===== src/rtl/mips_lsu_pkg.sv =====
// Shared types for the mips_lsu load/store unit.
// MIPS_LSU_UNALIGNED_EN enables LWL/LWR/SWL/SWR; otherwise they report UNSUP.
package mips_lsu_pkg;

  typedef enum logic [2:0] {
    OP_B  = 3'd0,
    OP_H  = 3'd1,
    OP_W  = 3'd2,
    OP_BU = 3'd3,
    OP_HU = 3'd4,
    OP_WL = 3'd5,
    OP_WR = 3'd6
  } lsu_op_t;

  typedef enum logic [1:0] {
    ERR_NONE  = 2'd0,
    ERR_ADE   = 2'd1,
    ERR_DBE   = 2'd2,
    ERR_UNSUP = 2'd3
  } lsu_err_t;

  typedef enum logic [1:0] {
    ST_IDLE   = 2'd0,
    ST_ACCESS = 2'd1,
    ST_RESP   = 2'd2
  } lsu_state_t;

  localparam int CNT_W = 8;

  function automatic logic is_misaligned(
    input logic [2:0] op,
    input logic [1:0] k
  );
    is_misaligned = 1'b0;
    if (op == OP_H || op == OP_HU) begin
      is_misaligned = k[0];
    end
    if (op == OP_W) begin
      is_misaligned = |k;
    end
  endfunction

  // Encoding 3'd7 has no operation behind it in either build.
  function automatic logic is_unsup(input logic [2:0] op);
`ifdef MIPS_LSU_UNALIGNED_EN
    is_unsup = (op == 3'd7);
`else
    is_unsup = (op == 3'd7) || (op == OP_WL) || (op == OP_WR);
`endif
  endfunction

endpackage


===== src/rtl/lsu_lane_align.sv =====
// Byte-lane steering for mips_lsu: store masks/data, load extract/extend.
// MIPS_LSU_UNALIGNED_EN adds the LWL/LWR merge and SWL/SWR lanes.
module lsu_lane_align
  import mips_lsu_pkg::*;
(
  input  logic [2:0]  op,
  input  logic [1:0]  k,
  input  logic [31:0] st_data,
  input  logic [31:0] rt_old,
  input  logic [31:0] ld_word,
  output logic [3:0]  st_mask,
  output logic [31:0] st_lane,
  output logic [31:0] ld_result
);

  logic [4:0]  sh;
  logic [31:0] ld_shr;
  logic        sx;

  assign sh     = {k, 3'b000};
  assign ld_shr = ld_word >> sh;
  assign sx     = (op == OP_B) || (op == OP_H);

`ifdef MIPS_LSU_UNALIGNED_EN
  logic [4:0]  sh_inv;
  logic [31:0] lo_keep;
  logic [31:0] hi_keep;

  assign sh_inv  = {~k, 3'b000};
  assign lo_keep = ~(32'hFFFF_FFFF << sh_inv);
  assign hi_keep = ~(32'hFFFF_FFFF >> sh);
`else
  logic unused_rt;
  assign unused_rt = ^rt_old;
`endif

  always_comb begin
    st_mask   = '0;
    st_lane   = '0;
    ld_result = '0;
    unique case (op)
      OP_B, OP_BU: begin
        st_mask   = 4'b0001 << k;
        st_lane   = {4{st_data[7:0]}};
        ld_result = {{24{ld_shr[7] & sx}}, ld_shr[7:0]};
      end
      OP_H, OP_HU: begin
        st_mask   = 4'b0011 << k;
        st_lane   = {2{st_data[15:0]}};
        ld_result = {{16{ld_shr[15] & sx}}, ld_shr[15:0]};
      end
      OP_W: begin
        st_mask   = 4'b1111;
        st_lane   = st_data;
        ld_result = ld_shr;
      end
`ifdef MIPS_LSU_UNALIGNED_EN
      OP_WL: begin
        st_mask   = 4'b1111 >> ~k;
        st_lane   = st_data >> sh_inv;
        ld_result = (ld_word << sh_inv) | (rt_old & lo_keep);
      end
      OP_WR: begin
        st_mask   = 4'b1111 << k;
        st_lane   = st_data << sh;
        ld_result = ld_shr | (rt_old & hi_keep);
      end
`endif
      default: begin
        st_mask = '0;
      end
    endcase
  end

endmodule


===== src/rtl/mips_lsu.sv =====
// Multi-cycle load/store unit between mips_core and data memory.
// Build with MIPS_LSU_UNALIGNED_EN to support LWL/LWR/SWL/SWR.
module mips_lsu
  import mips_lsu_pkg::*;
#(
  parameter int TIMEOUT = 255
) (
  input  logic        clk,
  input  logic        rst_b,
  input  logic        req_valid,
  output logic        req_ready,
  input  logic [2:0]  req_op,
  input  logic        req_store,
  input  logic [31:0] req_addr,
  input  logic [31:0] req_wdata,
  input  logic [31:0] req_rt_old,
  output logic        resp_valid,
  output logic [31:0] resp_data,
  output logic [1:0]  resp_err,
  output logic [29:0] mem_addr,
  output logic [31:0] mem_data_in,
  output logic [3:0]  mem_write_en,
  output logic        mem_rd_en,
  input  logic [31:0] mem_data_out,
  input  logic        mem_ready,
  input  logic        mem_excpt
);

  localparam logic [CNT_W-1:0] CNT_LAST = CNT_W'(TIMEOUT - 1);

  lsu_state_t        state_q, state_d;
  logic [2:0]        op_q, op_d;
  logic [1:0]        k_q, k_d;
  logic              store_q, store_d;
  logic [31:0]       rt_old_q, rt_old_d;
  logic [CNT_W-1:0]  cnt_q, cnt_d;
  logic              resp_valid_q, resp_valid_d;
  logic [31:0]       resp_data_q, resp_data_d;
  logic [1:0]        resp_err_q, resp_err_d;
  logic [29:0]       mem_addr_q, mem_addr_d;
  logic [31:0]       mem_data_in_q, mem_data_in_d;
  logic [3:0]        mem_write_en_q, mem_write_en_d;
  logic              mem_rd_en_q, mem_rd_en_d;

  logic              idle;
  logic [2:0]        la_op;
  logic [1:0]        la_k;
  logic [3:0]        la_mask;
  logic [31:0]       la_lane;
  logic [31:0]       la_ld;

  assign idle  = (state_q == ST_IDLE);

  // Stores are steered from the live request; loads from the latched one.
  assign la_op = idle ? req_op : op_q;
  assign la_k  = idle ? req_addr[1:0] : k_q;

  lsu_lane_align u_align (
    .op        (la_op),
    .k         (la_k),
    .st_data   (req_wdata),
    .rt_old    (rt_old_q),
    .ld_word   (mem_data_out),
    .st_mask   (la_mask),
    .st_lane   (la_lane),
    .ld_result (la_ld)
  );

  always_comb begin
    state_d        = state_q;
    op_d           = op_q;
    k_d            = k_q;
    store_d        = store_q;
    rt_old_d       = rt_old_q;
    cnt_d          = cnt_q;
    resp_valid_d   = 1'b0;
    resp_data_d    = resp_data_q;
    resp_err_d     = resp_err_q;
    mem_addr_d     = mem_addr_q;
    mem_data_in_d  = mem_data_in_q;
    mem_write_en_d = mem_write_en_q;
    mem_rd_en_d    = mem_rd_en_q;
    unique case (state_q)
      ST_IDLE: begin
        if (req_valid) begin
          op_d     = req_op;
          k_d      = req_addr[1:0];
          store_d  = req_store;
          rt_old_d = req_rt_old;
          if (is_unsup(req_op) ||
              is_misaligned(req_op, req_addr[1:0])) begin
            state_d      = ST_RESP;
            resp_valid_d = 1'b1;
            resp_data_d  = '0;
            resp_err_d   = is_unsup(req_op) ? ERR_UNSUP : ERR_ADE;
          end else begin
            state_d        = ST_ACCESS;
            cnt_d          = '0;
            mem_addr_d     = req_addr[31:2];
            mem_write_en_d = req_store ? la_mask : 4'b0000;
            mem_data_in_d  = req_store ? la_lane : 32'h0;
            mem_rd_en_d    = ~req_store;
          end
        end
      end
      ST_ACCESS: begin
        if (mem_excpt || mem_ready || cnt_q == CNT_LAST) begin
          state_d        = ST_RESP;
          resp_valid_d   = 1'b1;
          mem_addr_d     = '0;
          mem_data_in_d  = '0;
          mem_write_en_d = '0;
          mem_rd_en_d    = 1'b0;
          // Exception beats ready; no ready at all means timeout.
          if (mem_excpt || !mem_ready) begin
            resp_err_d  = ERR_DBE;
            resp_data_d = '0;
          end else begin
            resp_err_d  = ERR_NONE;
            resp_data_d = store_q ? 32'h0 : la_ld;
          end
        end else begin
          cnt_d = cnt_q + CNT_W'(1);
        end
      end
      ST_RESP: begin
        state_d = ST_IDLE;
      end
      default: begin
        state_d = ST_IDLE;
      end
    endcase
  end

  always_ff @(posedge clk or negedge rst_b) begin
    if (!rst_b) begin
      state_q        <= ST_IDLE;
      op_q           <= '0;
      k_q            <= '0;
      store_q        <= 1'b0;
      rt_old_q       <= '0;
      cnt_q          <= '0;
      resp_valid_q   <= 1'b0;
      resp_data_q    <= '0;
      resp_err_q     <= '0;
      mem_addr_q     <= '0;
      mem_data_in_q  <= '0;
      mem_write_en_q <= '0;
      mem_rd_en_q    <= 1'b0;
    end else begin
      state_q        <= state_d;
      op_q           <= op_d;
      k_q            <= k_d;
      store_q        <= store_d;
      rt_old_q       <= rt_old_d;
      cnt_q          <= cnt_d;
      resp_valid_q   <= resp_valid_d;
      resp_data_q    <= resp_data_d;
      resp_err_q     <= resp_err_d;
      mem_addr_q     <= mem_addr_d;
      mem_data_in_q  <= mem_data_in_d;
      mem_write_en_q <= mem_write_en_d;
      mem_rd_en_q    <= mem_rd_en_d;
    end
  end

  assign req_ready    = idle;
  assign resp_valid   = resp_valid_q;
  assign resp_data    = resp_data_q;
  assign resp_err     = resp_err_q;
  assign mem_addr     = mem_addr_q;
  assign mem_data_in  = mem_data_in_q;
  assign mem_write_en = mem_write_en_q;
  assign mem_rd_en    = mem_rd_en_q;

endmodule


===== config.mk =====
export PLATFORM = sky130hd
export DESIGN_NAME = mips_lsu
export DESIGN_NICKNAME = d
export VERILOG_FILES = /design/src/rtl/mips_lsu_pkg.sv /design/src/rtl/lsu_lane_align.sv /design/src/rtl/mips_lsu.sv
export SDC_FILE = /design/constraint.sdc
export NUM_CORES = 1
export LEC_CHECK = 0
export BUFFER_PORTS_ARGS = -buffer_cell sky130_fd_sc_hd__buf_2
export CAP_MARGIN = 0
export CORE_ASPECT_RATIO = 1.1
export CORE_MARGIN = 2
export CORE_UTILIZATION = 47
export CTS_BUF_LIST = sky130_fd_sc_hd__clkbuf_8
export CTS_CLUSTER_DIAMETER = 80
export CTS_CLUSTER_SIZE = 24
export DETAILED_ROUTE_END_ITERATION = 10
export MAX_ROUTING_LAYER = met4
export PLACE_DENSITY = 0.87
export SLEW_MARGIN = 20
export SYNTH_ARGS = -nofsm -noshare
export SYNTH_HDL_FRONTEND = slang
export SYNTH_SLANG_ARGS = --single-unit

===== constraint.sdc =====
create_clock -name clk -period 3 [get_ports clk]
set_input_delay 0.9 -clock clk [delete_from_list [all_inputs] [get_ports clk]]
set_output_delay 0.9 -clock clk [all_outputs]
set_load 0.005 [all_outputs]

==> results of run 1 <==
-- cells by family after synthesis --
kind of cell             Yosys count  share of synthesized area [%]
XOR/XNOR                           5                          0.734
buffers and inverters             56                           4.19
adder cells (fa/ha/maj)            3                          0.587
AND/OR/NAND/NOR                  212                           15.9
AO/OA/AOI/OAI                    206                           24.3
multiplexers                      26                           4.78
flip-flops                       118                           49.5
-- cell usage after synthesis, drive strengths merged, types with 9 or more instances --
cell and n:
nand2 146, a21oi 10, buf 17, mux2 17, a221o 16, mux2i 9
nor2 15, o22ai 9, o211ai 11, dfrtp 118, o31ai 15, nand3 9
a22oi 30, inv 9, clkbuf 30, o21ai 68
-- power groups by stage --
stage | clock network (mW) | registers [mW] | logic (mW)
after floorplan | 0 | 2.42 | 2.24
after global routing | 1.46 | 2.50 | 4.04
after detailed placement | 0 | 2.44 | 3.59
final | 1.36 | 2.43 | 3.64
after global placement | 0 | 2.43 | 3.47
after CTS | 1.39 | 2.42 | 3.61
-- layer usage --
layer  vias up  GRT usage, %
met5         -             -
met4         0          11.3
met3        71          7.56
met2       301          43.7
met1      2760          34.1
li1       2720             -
-- sequential cells by signal, summed over array words and instances (netlist names) --
name and cells:
cnt_q 8, k_q 2, mem_addr 30, mem_data_in 32
mem_rd_en 1, mem_write_en 4, op_q 3, resp_data 32
resp_err 2, resp_valid 1, state_q 2, store_q 1
-- through the flow --
stage | setup WS [ps] | total power [mW]
2_1_floorplan | 286 | 4.66
3_3_place_gp | 214 | 5.90
3_5_place_dp | 182 | 6.03
4_1_cts | 525 | 7.42
5_1_grt | 317 | 8.00
6_report | 480 | 7.43
-- cell usage in the layout, fill, tap and decap left out, drive strengths merged, types with 9 or more instances in the layout --
master	netlist	final
buf	17	238
a22oi	30	30
nand3	9	9
a21oi	10	10
inv	9	12
o22ai	9	9
a221o	16	16
o31ai	15	15
mux2i	9	9
o211ai	11	11
clkbuf	30	18
o21ai	68	68
mux2	17	17
dfrtp	118	118
nand2	146	146
nor2	15	15
-- path summary, 6_finish.rpt --
path,depth (start not counted),startpoint,endpoint,slack [ps]
max in group asynchronous,2,rst_b,resp_valid$_DFF_PN0_,1880
worst max register to register,7,state_q[1]$_DFFE_PN0P_,mem_data_in[27]$_DFFE_PN0P_,480
worst max-delay path,7,state_q[1]$_DFFE_PN0P_,mem_data_in[27]$_DFFE_PN0P_,480
worst min register to register,2,mem_addr[8]$_DFFE_PN0P_,mem_addr[8]$_DFFE_PN0P_,480
worst min-delay path,1,rst_b,mem_data_in[23]$_DFFE_PN0P_,470
min in group clk,2,mem_addr[8]$_DFFE_PN0P_,mem_addr[8]$_DFFE_PN0P_,480
-- area by class of cell --
cell class | count | area share (%)
diodes | 2 | 0.0654
clock buffers | 18 | 3.24
clock inverters | 14 | 1.67
inverters | 9 | 0.441
multi-input cells | 452 | 36.4
flip-flops and latches | 118 | 38.6
well taps | 157 | 2.57
repair buffers | 238 | 17.1
-- worst register-to-register path, delay by kind of cell (launching register included) --
kind | cells | cell delay, ps
AOI/OAI and AO/OA | 4 | 1470
buffers and inverters | 2 | 380
DFF | 1 | 350
and+or+nand+nor | 1 | 260
==> flow_summary.yaml, run 1 <==
setup_path:
  crit_family: "compound AO/OA/AOI/OAI gates"
  crit_path_max_incr_delay_ps: 770
  critPathBufInv: 2
  crit_chain: "or2_1 -> inv_2 -> buf_4 -> o31ai_1 -> a22oi_1 -> o22ai_1 -> a22o_1"
  slowest_stage: "o31ai_1"
  startpoint_type: "register"
  cp_max_fo: 12
  cp.arrival_ps: 2910
  cp-end-kind: "register"
  required_ps: 3390
  criticalPathCategory: "reg2reg"
layout:
  seq_area_um2: 2950
  instances_no_fill: 1008
  n_fill_cell: 1049
  final_layout_size_suffix_gt1_share_pct: 35.3
  fin_util_pct: 61.3
  multi_input_area_um2: 2780
  final_area_um2: 7650
  final_nets: 975
  syn2layout_area_growth_pct: 28.3
global_route:
  overflow: 0
  grt_antenna_before_repair: 2
  track_usage_pct: 27.7
  grt_pass1_vias: 5668
  grt_pass1_wl_um: 28900
  grt_start_max_net_pins: 56
power_and_ir_drop:
  pwr-share-seq_pct: 32.7
  peakVddDrop_mv: 0.608
  clock_power_share_pct: 18.3
  p_sw_mw: 3.17
  p_per_area_nw_per_um2: 971
  power.internal_mw: 4.26
  p_sw_share_pct: 42.7
  combPwrFrac_pct: 49.0
  power.leakage_nw: 3.94
synthesis:
  synth_warnings: 0
  syn_area_um2: 5970
  synth_seq_area_share_pct: 49.5
  netlist.area_leader.share_pct: 49.5
  syn_avg_cell_area_um2: 9.53
  synth_ff_type: "dfrtp_1"
  synthCells: 626
  ys_async_sr_fraction_pct: 100
  syn_nets: 765
  ys_ff_latch: 118
  synth_edf_count: 0
  synthDistinctLibCells: 65
  synth_top_area_cell: "dfrtp_1"
  synth_area_leaders: "dfrtp_1 (49%), nand2_1 (9.2%), o21ai_0 (5.5%), a22oi_1 (3.8%), mux2_2 (3.0%)"
sta:
  fmax_mhz: 397
  slew_headroom_pct: 35.8
  setup_tns_ps: 0
  rsz0062_at_grt: "no"
  period_share_pct: 84.0
  hold_viol: 0
  maxSlewViolCount: 0
  clock_skew_ps: 14.2
  period_needed_ps: 2520
  setup_violations: 0
  hold_ws_ps: 471
  tightest_slew_ps: 955
placement:
  hpwlAfterDp_um: 12900
  gp_congestion: 0.935
  placed_cells: 974
  postPlaceCellArea_um2: 7270
  numPortBuffers: 207
clock_tree:
  cts_tree: "built"
  ctsResizeCount: 0
  cts_max_level: 4
  cts_setup_buffers: 0
  cts.clk_slew.worst_paths_ps: 80
  root_buffer: "clkbuf_8"
  worstSkewPairLatency_ps: 450
  ctsHoldBuffers: 0
  cts_buffer_depth: 2
  cts_buffers: 17
  clock_sinks: 118
status:
  status: "finished clean"
routing:
  drt_iter0_drc: 498
  avgRoutedWirePerCell_um: 17.8
  vias: 5852
  wl_met3_um: 1350
  top_layer: "met4"
  m1WireLength_um: 7080
  drtAntennaViolNets: 0
  viasPerCell: 5.81
  first_pass_iters: 5
  finalWirelength_um: 17900
  drt_drc_violations_left: 0
  met2_length_um: 8870
floorplanning:
  fp-row-count: 43
  die_area_um2: 13600
  ioPinCount: 240
  start_util_pct: 47.8
  die_w_um: 111
  fp.dieH_um: 122
  core_area_um2: 12500
run:
  maxCapViolations: 0
worst_hold_path:
  min_path_type: "in2async"
(Power assumes the default switching activity.)
==> run 2, diff against run 1 <==
==> constraint.sdc (replaced) <==
create_clock -name clk -period 2.5 [get_ports clk]
set_input_delay 0.75 -clock clk [delete_from_list [all_inputs] [get_ports clk]]
set_output_delay 0.75 -clock clk [all_outputs]
set_load 0.005 [all_outputs]
==> flow_summary.yaml, run 2 (synthesis results as in run 1) <==
status:
  status: "finished clean"
power_and_ir_drop:
  pwr-share-seq_pct: 30.7
  power.leakage_nw: 4.10
  clock_power_share_pct: 19.9
  p_per_area_nw_per_um2: 1190
  power_mw: 9.47
  p_sw_mw: 3.92
  combPwrFrac_pct: 49.4
  peakVddDrop_mv: 0.700
  power.internal_mw: 5.55
  p_sw_share_pct: 41.4
clock_tree:
  cts_buffers: 17
  worstSkewPairLatency_ps: 450
  cts_buffer_depth: 2
  root_buffer: "clkbuf_8"
  clock_sinks: 118
  ctsHoldBuffers: 0
  cts_tree: "built"
  cts_max_level: 4
  cts.clk_slew.worst_paths_ps: 80
setup_path:
  criticalPathCategory: "reg2reg"
  cp_max_fo: 16
  cpMostUsedCell: "buf_4"
  path_depth: 8
  cp.arrival_ps: 2680
  slowest_stage: "or4b_2"
  reg2reg_from: "state_q[0]$_DFFE_PN0P_"
  r2r_cells: 8
  r2r_slack_ps: 170
  crit_family: "simple AND/OR/NAND/NOR gates"
  crit_path_max_incr_delay_ps: 700
  r2r_end: "mem_data_in[12]$_DFFE_PN0P_"
  required_ps: 2860
  crit_start: "state_q[0]$_DFFE_PN0P_"
  crit_path_end: "mem_data_in[12]$_DFFE_PN0P_"
  startpoint_type: "register"
  critPathBufInv: 3
  crit_chain: "buf_4 -> or4b_2 -> o21a_1 -> buf_4 -> o21ai_1 -> buf_4 -> a22oi_1 -> o21ai_0"
  cp-end-kind: "register"
routing:
  finalWirelength_um: 18200
  viasPerCell: 5.77
  drt_iter0_drc: 375
  drt_drc_violations_left: 0
  drtAntennaViolNets: 0
  vias: 5949
  first_pass_iters: 5
  avgRoutedWirePerCell_um: 17.6
placement:
  numPortBuffers: 207
  gp_congestion: 0.929
  hpwlAfterDp_um: 13300
sta:
  period_share_pct: 93.1
  hold_ws_ps: 284
  setup_tns_ps: 0
  fmax_mhz: 430
  maxSlewViolCount: 0
  period_needed_ps: 2330
  hold_viol: 0
  tightest_slew_ps: 718
  rsz0062_at_grt: "no"
  setup_violations: 0
  clock_skew_ps: 9.22
  slew_headroom_pct: 51.8
layout:
  multi_input_area_um2: 2800
  antenna_cells: 0
  syn2layout_area_growth_pct: 33.1
  final_cell_mix: "buf_2 (206), nand2_1 (146), dfrtp_1 (118)"
  final_nets: 1000
  layout.cells.most_common: "buf_2"
  seq_area_um2: 2950
  n_fill_cell: 1031
  final_layout_size_suffix_gt1_share_pct: 37.5
global_route:
  overflow: 0
  grt_antenna_before_repair: 0
  grt_start_max_net_pins: 54
  grt_pass1_vias: 5746
  track_usage_pct: 27.3
  grt_pass1_wl_um: 28700
floorplanning:
  ioPinCount: 240
  core_area_um2: 12500
  die_w_um: 111
  die_area_um2: 13600
  start_util_pct: 47.8
  fp.dieH_um: 122
  fp-row-count: 43
worst_hold_path:
  min_path_type: "in2async"
run:
  maxCapViolations: 0
## run 2: cell count changes in the layout (fill, tap and decap cells not counted), moves of 2 or more
cell / before / now
clkinv_2: 2 / 0
buf_12: 3 / 6
buf_4: 29 / 51
bufinv_16: 1 / 3
clkinvlp_4: 3 / 1
inv_6: 2 / 7
diode_2: 2 / 0
o31ai_2: 0 / 2
clkinv_4: 5 / 2
o31ai_1: 15 / 13
## run 2: power groups by stage
stage | clock [mW] | combinational [mW] | sequential [mW]
floorplan | 0 | 2.69 | 2.91
global placement | 0 | 4.47 | 2.91
detailed placement | 0 | 4.59 | 2.91
CTS | 1.92 | 4.62 | 2.89
global route | 2.01 | 5.15 | 2.98
finish | 1.89 | 4.68 | 2.91
## run 2: layout make-up
cell class                      instances  area share [%]
Multi-Input combinational cell        452            35.2
Inverter                                9           0.425
Clock inverter                         15            2.41
Timing Repair Buffer                  263            19.3
Clock buffer                           17            2.95
Sequential cell                       118            37.2
Tap cell                              157            2.47
## run 2: per-layer routing
| layer | up-vias | GRT usage, % | routed length [um] |
|---|---|---|---|
| met5 | - | - | 0 |
| met4 | 0 | 10.4 | 579 |
| li1 | 2766 | - | - |
| met1 | 2848 | 31.9 | 7120 |
| met3 | 58 | 7.81 | 1340 |
| met2 | 277 | 45.3 | 9130 |
## run 2: repair_timing
action                     4_1_cts  5_1_grt
setup buffers                    0        0
gates resized for setup          0        2
setup endpoints to repair        0        5
## run 2: metrics by stage
| stage | utilization [%] | cell area (um^2) | std cells | setup WS (ps) |
|---|---|---|---|---|
| finish | 63.6 | 7940 | 1031 | 172 |
| global route | 63.6 | 7940 | 1031 | 56.1 |
| CTS | 63.5 | 7930 | 1031 | 179 |
| detailed placement | 60.1 | 7510 | 999 | -183 |
| global placement | 60.1 | 7510 | 999 | -108 |
| floorplan | - | 5970 | 626 | 6.76 |
## run 2: worst register-to-register path, cell delays in order (launching register included)
cell and delay (ps):
dfrtp_1 370, buf_4 190, or4b_2 700, o21a_1 180, buf_4 150, o21ai_1 160
buf_4 200, a22oi_1 100, o21ai_0 190
## run 2: worst min path at each step
stage	from	endpoint	slack, ps	cells past startpoint
after global placement	mem_write_en[0]$_DFFE_PN0P_	mem_write_en[0]$_DFFE_PN0P_	450	2
after floorplan	rst_b	cnt_q[0]$_DFFE_PN0P_	450	0
final	rst_b	mem_data_in[13]$_DFFE_PN0P_	280	1
after detailed placement	mem_data_in[17]$_DFFE_PN0P_	mem_data_in[17]$_DFFE_PN0P_	460	2
after global routing	rst_b	mem_data_in[13]$_DFFE_PN0P_	310	1
after CTS	rst_b	mem_data_in[13]$_DFFE_PN0P_	280	1
